File: src/rtl/vga_frame_reader_if.sv
// Avalon-MM burst-read bus between vga_frame_reader (master) and the DDR
// controller (slave).
//
// Handshake: a request is accepted on the rising vga_clk edge where
// avm_read=1 and avm_waitrequest=0. While avm_waitrequest=1 the master holds
// avm_read, avm_address and avm_burstcount unchanged. Read data returns later,
// one 128-bit beat per cycle in which avm_readdatavalid=1, in request order.
// The master cannot stall returning data.
interface vga_frame_reader_if;
    logic [31:0]  avm_address;
    logic         avm_read;
    logic [4:0]   avm_burstcount;
    logic         avm_waitrequest;
    logic [127:0] avm_readdata;
    logic         avm_readdatavalid;

    modport master (
        output avm_address, avm_read, avm_burstcount,
        input  avm_waitrequest, avm_readdata, avm_readdatavalid
    );

    modport slave (
        input  avm_address, avm_read, avm_burstcount,
        output avm_waitrequest, avm_readdata, avm_readdatavalid
    );
endinterface

File: src/rtl/vga_frame_reader.sv
// vga_frame_reader: fetches 32bpp frame-buffer words from DDR with Avalon-MM
// burst reads and pushes every returned beat into the 128-bit pixel FIFO.
// Requests are credit-limited against FIFO free space so the FIFO never
// overflows. Optional double buffering is enabled by defining
// VGA_FRAME_READER_DBLBUF_EN (adds FRAME_BASE_B, fb_sel, fb_active).
// dbg_state exposes the request FSM: 0=IDLE, 1=CHECK, 2=REQ.
module vga_frame_reader #(
    parameter logic [31:0] FRAME_BASE   = 32'h0000_0000,
`ifdef VGA_FRAME_READER_DBLBUF_EN
    parameter logic [31:0] FRAME_BASE_B = 32'h0010_0000,
`endif
    parameter int          H_ACTIVE     = 640,
    parameter int          V_ACTIVE     = 480,
    parameter int          BURST_LEN    = 16,
    parameter int          FIFO_DEPTH   = 256,
    parameter int          LVL_W        = 9
) (
    input  logic                vga_clk,
    input  logic                vga_reset_n,
    input  logic                enable,
    vga_frame_reader_if.master  avm,
    input  logic [LVL_W-1:0]    fifo_level,
    output logic                fifo_wr_en,
    output logic [127:0]        fifo_wr_data,
    output logic                frame_wrap,
`ifdef VGA_FRAME_READER_DBLBUF_EN
    input  logic                fb_sel,
    output logic                fb_active,
`endif
    output logic [1:0]          dbg_state
);

    localparam int WORDS = H_ACTIVE * V_ACTIVE / 4;
    localparam int OUT_W = LVL_W + 1;
    localparam int CW    = LVL_W + 2;

    typedef enum logic [1:0] {
        ST_IDLE  = 2'd0,
        ST_CHECK = 2'd1,
        ST_REQ   = 2'd2
    } state_t;

    state_t           state;
    state_t           next_state;
    logic [31:0]      word_idx;
    logic [OUT_W-1:0] outstanding;
    logic [CW-1:0]    credit_sum;
    logic             credit_ok;
    logic             accept;
    logic             last_burst;
    logic [31:0]      base;

    assign accept     = (state == ST_REQ) && !avm.avm_waitrequest;
    assign last_burst = (word_idx + 32'(BURST_LEN)) == 32'(WORDS);
    assign credit_sum = CW'(fifo_level) + CW'(outstanding) + CW'(BURST_LEN);
    assign credit_ok  = credit_sum <= CW'(FIFO_DEPTH);

`ifdef VGA_FRAME_READER_DBLBUF_EN
    assign base = fb_active ? FRAME_BASE_B : FRAME_BASE;
`else
    assign base = FRAME_BASE;
`endif

    // Bus outputs follow the registered state, so they cannot change while a
    // request waits. Burstcount reads 0 outside a request so reset leaves
    // every output low.
    assign avm.avm_read       = (state == ST_REQ);
    assign avm.avm_burstcount = avm.avm_read ? 5'(BURST_LEN) : 5'd0;
    assign avm.avm_address    = base + (word_idx << 4);
    assign frame_wrap         = accept && last_burst;
    assign dbg_state          = state;

    // Request FSM: next-state decode.
    always_comb begin
        next_state = state;
        case (state)
            ST_IDLE:  if (enable) next_state = ST_CHECK;
            ST_CHECK: begin
                if (!enable)        next_state = ST_IDLE;
                else if (credit_ok) next_state = ST_REQ;
            end
            ST_REQ:   if (accept) next_state = enable ? ST_CHECK : ST_IDLE;
            default:  next_state = ST_IDLE;
        endcase
    end

    // Request FSM: state register.
    always_ff @(posedge vga_clk or negedge vga_reset_n) begin
        if (!vga_reset_n) state <= ST_IDLE;
        else              state <= next_state;
    end

    // Frame word pointer: advances per accepted burst, wraps at frame end,
    // and restarts at the frame start whenever the reader goes idle.
    always_ff @(posedge vga_clk or negedge vga_reset_n) begin
        if (!vga_reset_n)                 word_idx <= '0;
        else if (next_state == ST_IDLE)   word_idx <= '0;
        else if (accept)                  word_idx <= last_burst ? 32'd0 : word_idx + 32'(BURST_LEN);
    end

    // Words requested but not yet written into the FIFO.
    always_ff @(posedge vga_clk or negedge vga_reset_n) begin
        if (!vga_reset_n) outstanding <= '0;
        else begin
            case ({accept, fifo_wr_en})
                2'b10:   outstanding <= outstanding + OUT_W'(BURST_LEN);
                2'b01:   outstanding <= outstanding - OUT_W'(1);
                2'b11:   outstanding <= outstanding + OUT_W'(BURST_LEN - 1);
                default: outstanding <= outstanding;
            endcase
        end
    end

    // Every returned beat goes to the FIFO one cycle later, even when idle.
    always_ff @(posedge vga_clk or negedge vga_reset_n) begin
        if (!vga_reset_n) begin
            fifo_wr_en   <= 1'b0;
            fifo_wr_data <= '0;
        end else begin
            fifo_wr_en   <= avm.avm_readdatavalid;
            fifo_wr_data <= avm.avm_readdata;
        end
    end

`ifdef VGA_FRAME_READER_DBLBUF_EN
    // Buffer select is only taken at a frame boundary so a frame is never split.
    always_ff @(posedge vga_clk or negedge vga_reset_n) begin
        if (!vga_reset_n)
            fb_active <= 1'b0;
        else if (frame_wrap || (state == ST_IDLE && next_state == ST_CHECK))
            fb_active <= fb_sel;
    end
`endif

endmodule
File: src/flat_wrapper.sv
// flat-port wrapper written by rule: the top's interface ports become plain ports
module vga_frame_reader_flat 
#(
    parameter logic [31:0] FRAME_BASE   = 32'h0000_0000,

    parameter int          H_ACTIVE     = 640,
    parameter int          V_ACTIVE     = 480,
    parameter int          BURST_LEN    = 16,
    parameter int          FIFO_DEPTH   = 256,
    parameter int          LVL_W        = 9
)
  (vga_clk, vga_reset_n, enable, fifo_level, fifo_wr_en, fifo_wr_data, frame_wrap, dbg_state, avm_avm_address, avm_avm_read, avm_avm_burstcount, avm_avm_waitrequest, avm_avm_readdata, avm_avm_readdatavalid);
  vga_frame_reader_if avm_i ();
  input  logic vga_clk;
  input  logic vga_reset_n;
  input  logic enable;
  input  logic [LVL_W-1:0] fifo_level;
  output logic fifo_wr_en;
  output logic [127:0] fifo_wr_data;
  output logic frame_wrap;
  output logic [1:0] dbg_state;
  output wire logic [$bits(avm_i.avm_address)-1:0] avm_avm_address;
  output wire logic [$bits(avm_i.avm_read)-1:0] avm_avm_read;
  output wire logic [$bits(avm_i.avm_burstcount)-1:0] avm_avm_burstcount;
  input wire logic [$bits(avm_i.avm_waitrequest)-1:0] avm_avm_waitrequest;
  input wire logic [$bits(avm_i.avm_readdata)-1:0] avm_avm_readdata;
  input wire logic [$bits(avm_i.avm_readdatavalid)-1:0] avm_avm_readdatavalid;
  assign avm_avm_address = avm_i.avm_address;
  assign avm_avm_read = avm_i.avm_read;
  assign avm_avm_burstcount = avm_i.avm_burstcount;
  assign avm_i.avm_waitrequest = avm_avm_waitrequest;
  assign avm_i.avm_readdata = avm_avm_readdata;
  assign avm_i.avm_readdatavalid = avm_avm_readdatavalid;
  vga_frame_reader #(.FRAME_BASE(FRAME_BASE), .H_ACTIVE(H_ACTIVE), .V_ACTIVE(V_ACTIVE), .BURST_LEN(BURST_LEN), .FIFO_DEPTH(FIFO_DEPTH), .LVL_W(LVL_W)) u_core (.vga_clk(vga_clk), .vga_reset_n(vga_reset_n), .enable(enable), .avm(avm_i), .fifo_level(fifo_level), .fifo_wr_en(fifo_wr_en), .fifo_wr_data(fifo_wr_data), .frame_wrap(frame_wrap), .dbg_state(dbg_state));
endmodule
File: config.mk
export PLATFORM = sky130hd
export DESIGN_NAME = vga_frame_reader_flat
export DESIGN_NICKNAME = d
export VERILOG_FILES = /design/src/rtl/vga_frame_reader_if.sv /design/src/rtl/vga_frame_reader.sv /design/src/flat_wrapper.sv
export SDC_FILE = /design/constraint.sdc
export NUM_CORES = 1
export LEC_CHECK = 0
export ABC_AREA = 1
export CAP_MARGIN = 20
export CORE_MARGIN = 2
export CORE_UTILIZATION = 43
export CTS_CLUSTER_DIAMETER = 30
export DETAILED_ROUTE_END_ITERATION = 7
export GPL_ROUTABILITY_DRIVEN = 0
export GPL_TIMING_DRIVEN = 0
export PLACE_DENSITY = 0.81
export SKIP_CTS_REPAIR_TIMING = 1
export SLEW_MARGIN = 40
export SYNTH_ARGS = -nofsm -noshare
export SYNTH_HDL_FRONTEND = slang
export SYNTH_SLANG_ARGS = --single-unit
File: constraint.sdc
create_clock -name vga_clk -period 3.5 [get_ports vga_clk]
set_input_delay 1.05 -clock vga_clk [delete_from_list [all_inputs] [get_ports vga_clk]]
set_output_delay 1.05 -clock vga_clk [all_outputs]
set_load 0.05 [all_outputs]
### Yosys cells after proc, flatten, opt, wreduce, memory -nomap -nowiden

Cells that the tools add are included.
Widths: inputs -> output; s select.

| storage, ports and cells | value |
|---|---|
| bits in registers | 173 |
| input bits | 142 |
| output and inout bits | 170 |
| logic and storage cells | 36 |

| operators by class | value |
|---|---|
| mux-type cells | 11 |
| equality and inequality tests | 6 |
| $lt $le $gt $ge | 1 |
| reductions and logical operators | 7 |
| $add $sub $neg | 6 |

Operators with widths:

| kind | number |
|---|---|
| $mux 32 | 3 |
| $add 32x5->32 const B | 1 |
| $eq 32x17->1 const B | 1 |
| $pmux 10 s3 | 1 |
| $add 11x5->11 const B | 1 |
| $add 9x10->11 | 1 |
| $le 11x9->1 const B | 1 |
| $add 10x4->10 const B | 1 |
| $add 10x5->10 const B | 1 |
| $sub 10x1->10 const B | 1 |
| $mux 2 | 4 |
| $eq 2x2->1 const B | 3 |
| $pmux 2 s3 | 1 |
| $mux 5 | 1 |
| $eq 2x1->1 const B | 2 |
| $logic_not 2->1 | 2 |
| $reduce_bool 3->1 | 1 |
| $logic_and 1x1->1 | 2 |
| $reduce_bool 2->1 | 1 |
| $logic_not 1->1 | 1 |
| $mux 1 | 1 |

### Longest topological paths before layout

| logic depth | value |
|---|---|
| depth after elaboration | 8 |
| mapped depth | 20 |
| gate-level depth less buffers | 19 |

### Worst setup path before layout

Ideal clock, no wire load.

| timing path | value |
|---|---|
| kind | register -> output |
| from | reg u_core.state[1], in the netlist u_core.dbg_state[1] |
| to | out frame_wrap |
| slack | -397 ps |
| arrival | 2847 ps |
| data required time | 2450 ps |
| cell stages (with the launch flop) | 9 |
| buffers on the path | 2 |
| path through | dfrtp_1 inv_1 nor2_1 inv_1 nor2_1 inv_1 clkbuf_1 clkbuf_1 nor2_1 |

| between the ends | value |
|---|---|
| longest elaborated chain between the ends | 3 |

RTL lines:

| element | line | text |
|---|---|---|
| start: declaration | vga_frame_reader.sv:43 | `state_t state;` |
| start signal: assignment | vga_frame_reader.sv:90 | `else state <= next_state;` |
| $eq 2x2->1 | - |  |
| net avm_avm_read | flat_wrapper.sv:23 | `output wire logic [$bits(avm_i.avm_read)-1:0] avm_avm_read;` |
| $logic_and 1x1->1 | vga_frame_reader.sv:53 | `assign accept = (state == ST_REQ) && !avm.avm_waitrequest;` |
| $logic_and 1x1->1 | vga_frame_reader.sv:70 | `assign frame_wrap = accept && last_burst;` |
| end: declaration | flat_wrapper.sv:20 | `output logic frame_wrap;` |

The timed path passes the listed nets, and every way through them passes these cells.

### Final worst setup path

| timing path | value |
|---|---|
| from | reg u_core.word_idx[4] |
| to | out frame_wrap |

| between the ends | value |
|---|---|
| longest elaborated chain between the ends | 3 |

RTL lines:

| element | line | text |
|---|---|---|
| start: declaration | vga_frame_reader.sv:45 | `logic [31:0] word_idx;` |
| start signal: assignment | vga_frame_reader.sv:98 | `else if (accept) word_idx <= last_burst ? 32'd0 : word_idx + 32'(BURST_LEN);` |
| $add 32x5->32 | vga_frame_reader.sv:54 | `assign last_burst = (word_idx + 32'(BURST_LEN)) == 32'(WORDS);` |
| $eq 32x17->1 | vga_frame_reader.sv:54 |  |
| $logic_and 1x1->1 | vga_frame_reader.sv:70 |  |

Every way passes these cells.

==> results.cfg <==
[drt]
drc = 0
drt.antenna.violating_nets = 0
vias = 6218
vias_per_cell = 4.70
firstDrtPassIters = 6
routedWlPerCell_um = 16.7
routed_wl_um = 22200
drtIter0Drc = 468

[critical_path]
endpoint_kind = output pin
crit_fanout = 5
arrival_ns = 2.46
worstSetupStartpointType = flop
crit_type = flop to output pin
required_ns = 2.45

[place]
hpwl_um = 17200
io_buffers = 299

[synthesis]
synthSimpleGateAreaFrac_pct = 21.3
synth_seq_area_share_pct = 58.2
synth_top_family_by_area = simple AND/OR/NAND/NOR gates
synth-compound-area-share_pct = 5.74
ys_warn_count = 0
synth.area.top_cells = dfrtp_1 (58%), nand2_1 (10%), ha_1 (4.7%)
synthCells = 749
synth_edf_count = 0
synth_cell_type_count = 42
synth-xor-area-share_pct = 1.21
synth_fa_ha_area_share_pct = 4.93
synth_ff_type = dfrtp_1
synth_top_cell_area_share_pct = 58.2
ys_ff_latch = 169
synth_area_per_cell_um2 = 9.70
synth_mux_area_share_pct = 0
yosysTopAreaCell = dfrtp_1
async_flop_share_pct = 100
synth_area_mm2 = 0.00726

[global_routing]
track_usage_pct = 25.0
overflow = 0
grt_pass1_vias = 6113
grt_antenna_before_repair = 1
grt_pass1_wl_um = 33900
grt_max_degree = 76

[power_and_ir_drop]
power_switching_uw = 2250
clock_power_share_pct = 32.6
seqPwrFrac_pct = 34.5
powerDensity_mw_per_mm2 = 555
p_int_uw = 4160
p_leak_uw = 0.00512
p_sw_share_pct = 35.1
fin_total_pwr_uw = 6410
combPwrFrac_pct = 32.9
ir_worst_vdd_mv = 0.381

[floorplanning]
coreArea_mm2 = 0.0165
dieArea_mm2 = 0.0179
die_x_um = 134
io-pin-count = 312
fp-row-count = 47
die_height_um = 134
initial_core_util_pct = 44.0

[timing]
layout_min_cycle_time_ns = 3.51
slew_viol_final = 0
slew-limit-headroom_pct = 59.1
period_share_pct = 100
worst-slew-pin-transition_ns = 0.612
finalSetupViolCount = 1
hold_violations = 0
timing.fmax_mhz = 285
finClkSkew_ns = 0.0140
rsz0062_at_grt = true
layout_setup_ws_ns = -0.0110

[finish]
syn_to_final_growth_pct = 59.0
nFillCells = 1226
diodes = 0
drive_gt1_share_pct = 14.6
nets = 1261
fin_util_pct = 69.9

[min_path]
hold_path.class = input port to asynchronous set/reset pin

[cts]
cts_tree = built
clock_latency_ns = 0.42
cts.clk_slew.worst_paths_ns = 0.08
clock-root-buffer = clkbuf_16
cts.sink_count = 169
h-tree-depth = 4
numCtsBuffers = 17
cts_buffer_depth = 2

[run_status]
outcome = finished, violations left
violations = setup timing

[flow_run]
drv_cap = 0
cell usage after synthesis, types with 2 or more instances:
cell and count:
a21oi_1 25, a21oi_2 16, and3_1 2, buf_4 37, buf_6 2, clkbuf_1 7
dfrtp_1 169, ha_1 27, inv_1 74, inv_2 2, nand2_1 201, nand2_2 3
nand2_4 2, nand3_1 49, nand3_2 3, nand3b_1 6, nand4_1 4, nor2_1 64
nor2_2 4, nor2_4 3, nor3_1 4, o21ai_0 11, o21bai_1 6, or2_2 2
xnor2_1 2, xor2_1 8
metrics by stage:
stage | TNS [ns] | area [um^2] | setup WS, ns | instances | hold slack, ns
6_report | -0.0110 | 11500 | -0.0110 | 1324 | 0.456
5_1_grt | -0.246 | 11500 | -0.169 | 1324 | 0.451
4_1_cts | -1.58 | 11300 | -1.03 | 1313 | 0.450
3_5_place_dp | -10.88 | 10600 | -1.02 | 1281 | 0.520
3_3_place_gp | -937.06 | 10600 | -5.51 | 1279 | 0.502
2_1_floorplan | 0 | 7310 | 0.0653 | 760 | 0.476
registers in the layout (all words and copies together), names as in the netlist:
name	count
u_core.fifo_wr_data	128
u_core.word_idx	28
u_core.outstanding	10
u_core.dbg_state	2
u_core.fifo_wr_en	1
logic make-up (layout without fill, tap and decap cells):
logic type               Yosys count  after routing
AO/OA/AOI/OAI                     65             65
buffers and inverters            124            468
other                              1             12
XOR/XNOR                          10             10
adder cells (fa/ha/maj)           28             28
AND/OR/NAND/NOR                  352            352
flip-flops                       169            169
worst max-delay path, stage by stage, from the launching register on:
cell and delay [ns]:
dfrtp_2 0.44, ha_4 0.18, nand2_4 0.08, nor2_4 0.19
nand2_4 0.09, inv_1 0.17, nand3_2 0.11, nand2_1 0.08
nand2_1 0.06, nor2_2 0.16, nand4_4 0.17, nor2_4 0.15
buf_8 0.15
routing by layer:
metal / global-route usage, % / routed length (um) / vias to the layer above
met5: 0 / 20 / -
met1: 29.4 / 8070 / 2899
met4: 9.04 / 628 / 2
li1: - / - / 3004
met3: 8.81 / 1970 / 42
met2: 42.6 / 11500 / 271
placed cells by master, fill, tap and decap left out, types with 8 or more instances in the layout:
cell             instances
nand2_1                197
ha_1                    25
xor2_1                   8
nor2_4                   8
dfrtp_2                  9
clkbuf_16               17
dfrtp_1                160
nor2_2                  10
o21ai_0                 11
clkdlybuf4s50_1        297
nand3_1                 48
a21oi_2                 17
nor2_1                  53
a21oi_1                 23
buf_4                   49
conb_1                  12
inv_1                   72
worst paths after layout:
| path | from | to | slack, ns | cells after the start |
|---|---|---|---|---|
| worst min register to register | u_core.outstanding[3]$_DFFE_PN0P_ | u_core.outstanding[3]$_DFFE_PN0P_ | 0.54 | 2 |
| worst max-delay path | u_core.word_idx[4]$_DFFE_PN0P_ | frame_wrap | -0.01 | 12 |
| worst max register to register | u_core.dbg_state[0]$_DFF_PN0_ | u_core.outstanding[9]$_DFFE_PN0N_ | 0.57 | 15 |
| worst min-delay path | vga_reset_n | u_core.word_idx[14]$_DFFE_PN0P_ | 0.46 | 1 |
| min in group vga_clk | u_core.outstanding[3]$_DFFE_PN0P_ | u_core.outstanding[3]$_DFFE_PN0P_ | 0.54 | 2 |
| max in group asynchronous | vga_reset_n | u_core.fifo_wr_data[6]$_DFF_PN0_ | 2.03 | 3 |
final cells by class:
cell class                 instances  area [um^2]  area share (%)
sequential                       169         4240            36.7
timing repair buffer             314         3170            27.4
multi-input combinational        467         2570            22.3
clock buffer                      18          429            3.72
buffer                            46          349            3.02
inverter                          76          290            2.51
tap                              220          275            2.38
clock inverter                    14          225            1.95
power by group through the flow:
stage,clock network (uW),registers [uW],logic [uW]
2_1_floorplan,0,2540,1050
3_3_place_gp,0,2250,1940
3_5_place_dp,0,2250,2010
4_1_cts,2120,2210,2020
5_1_grt,2210,2230,2320
6_report,2090,2210,2110
Note: power is estimated with default switching activity, not from simulation.
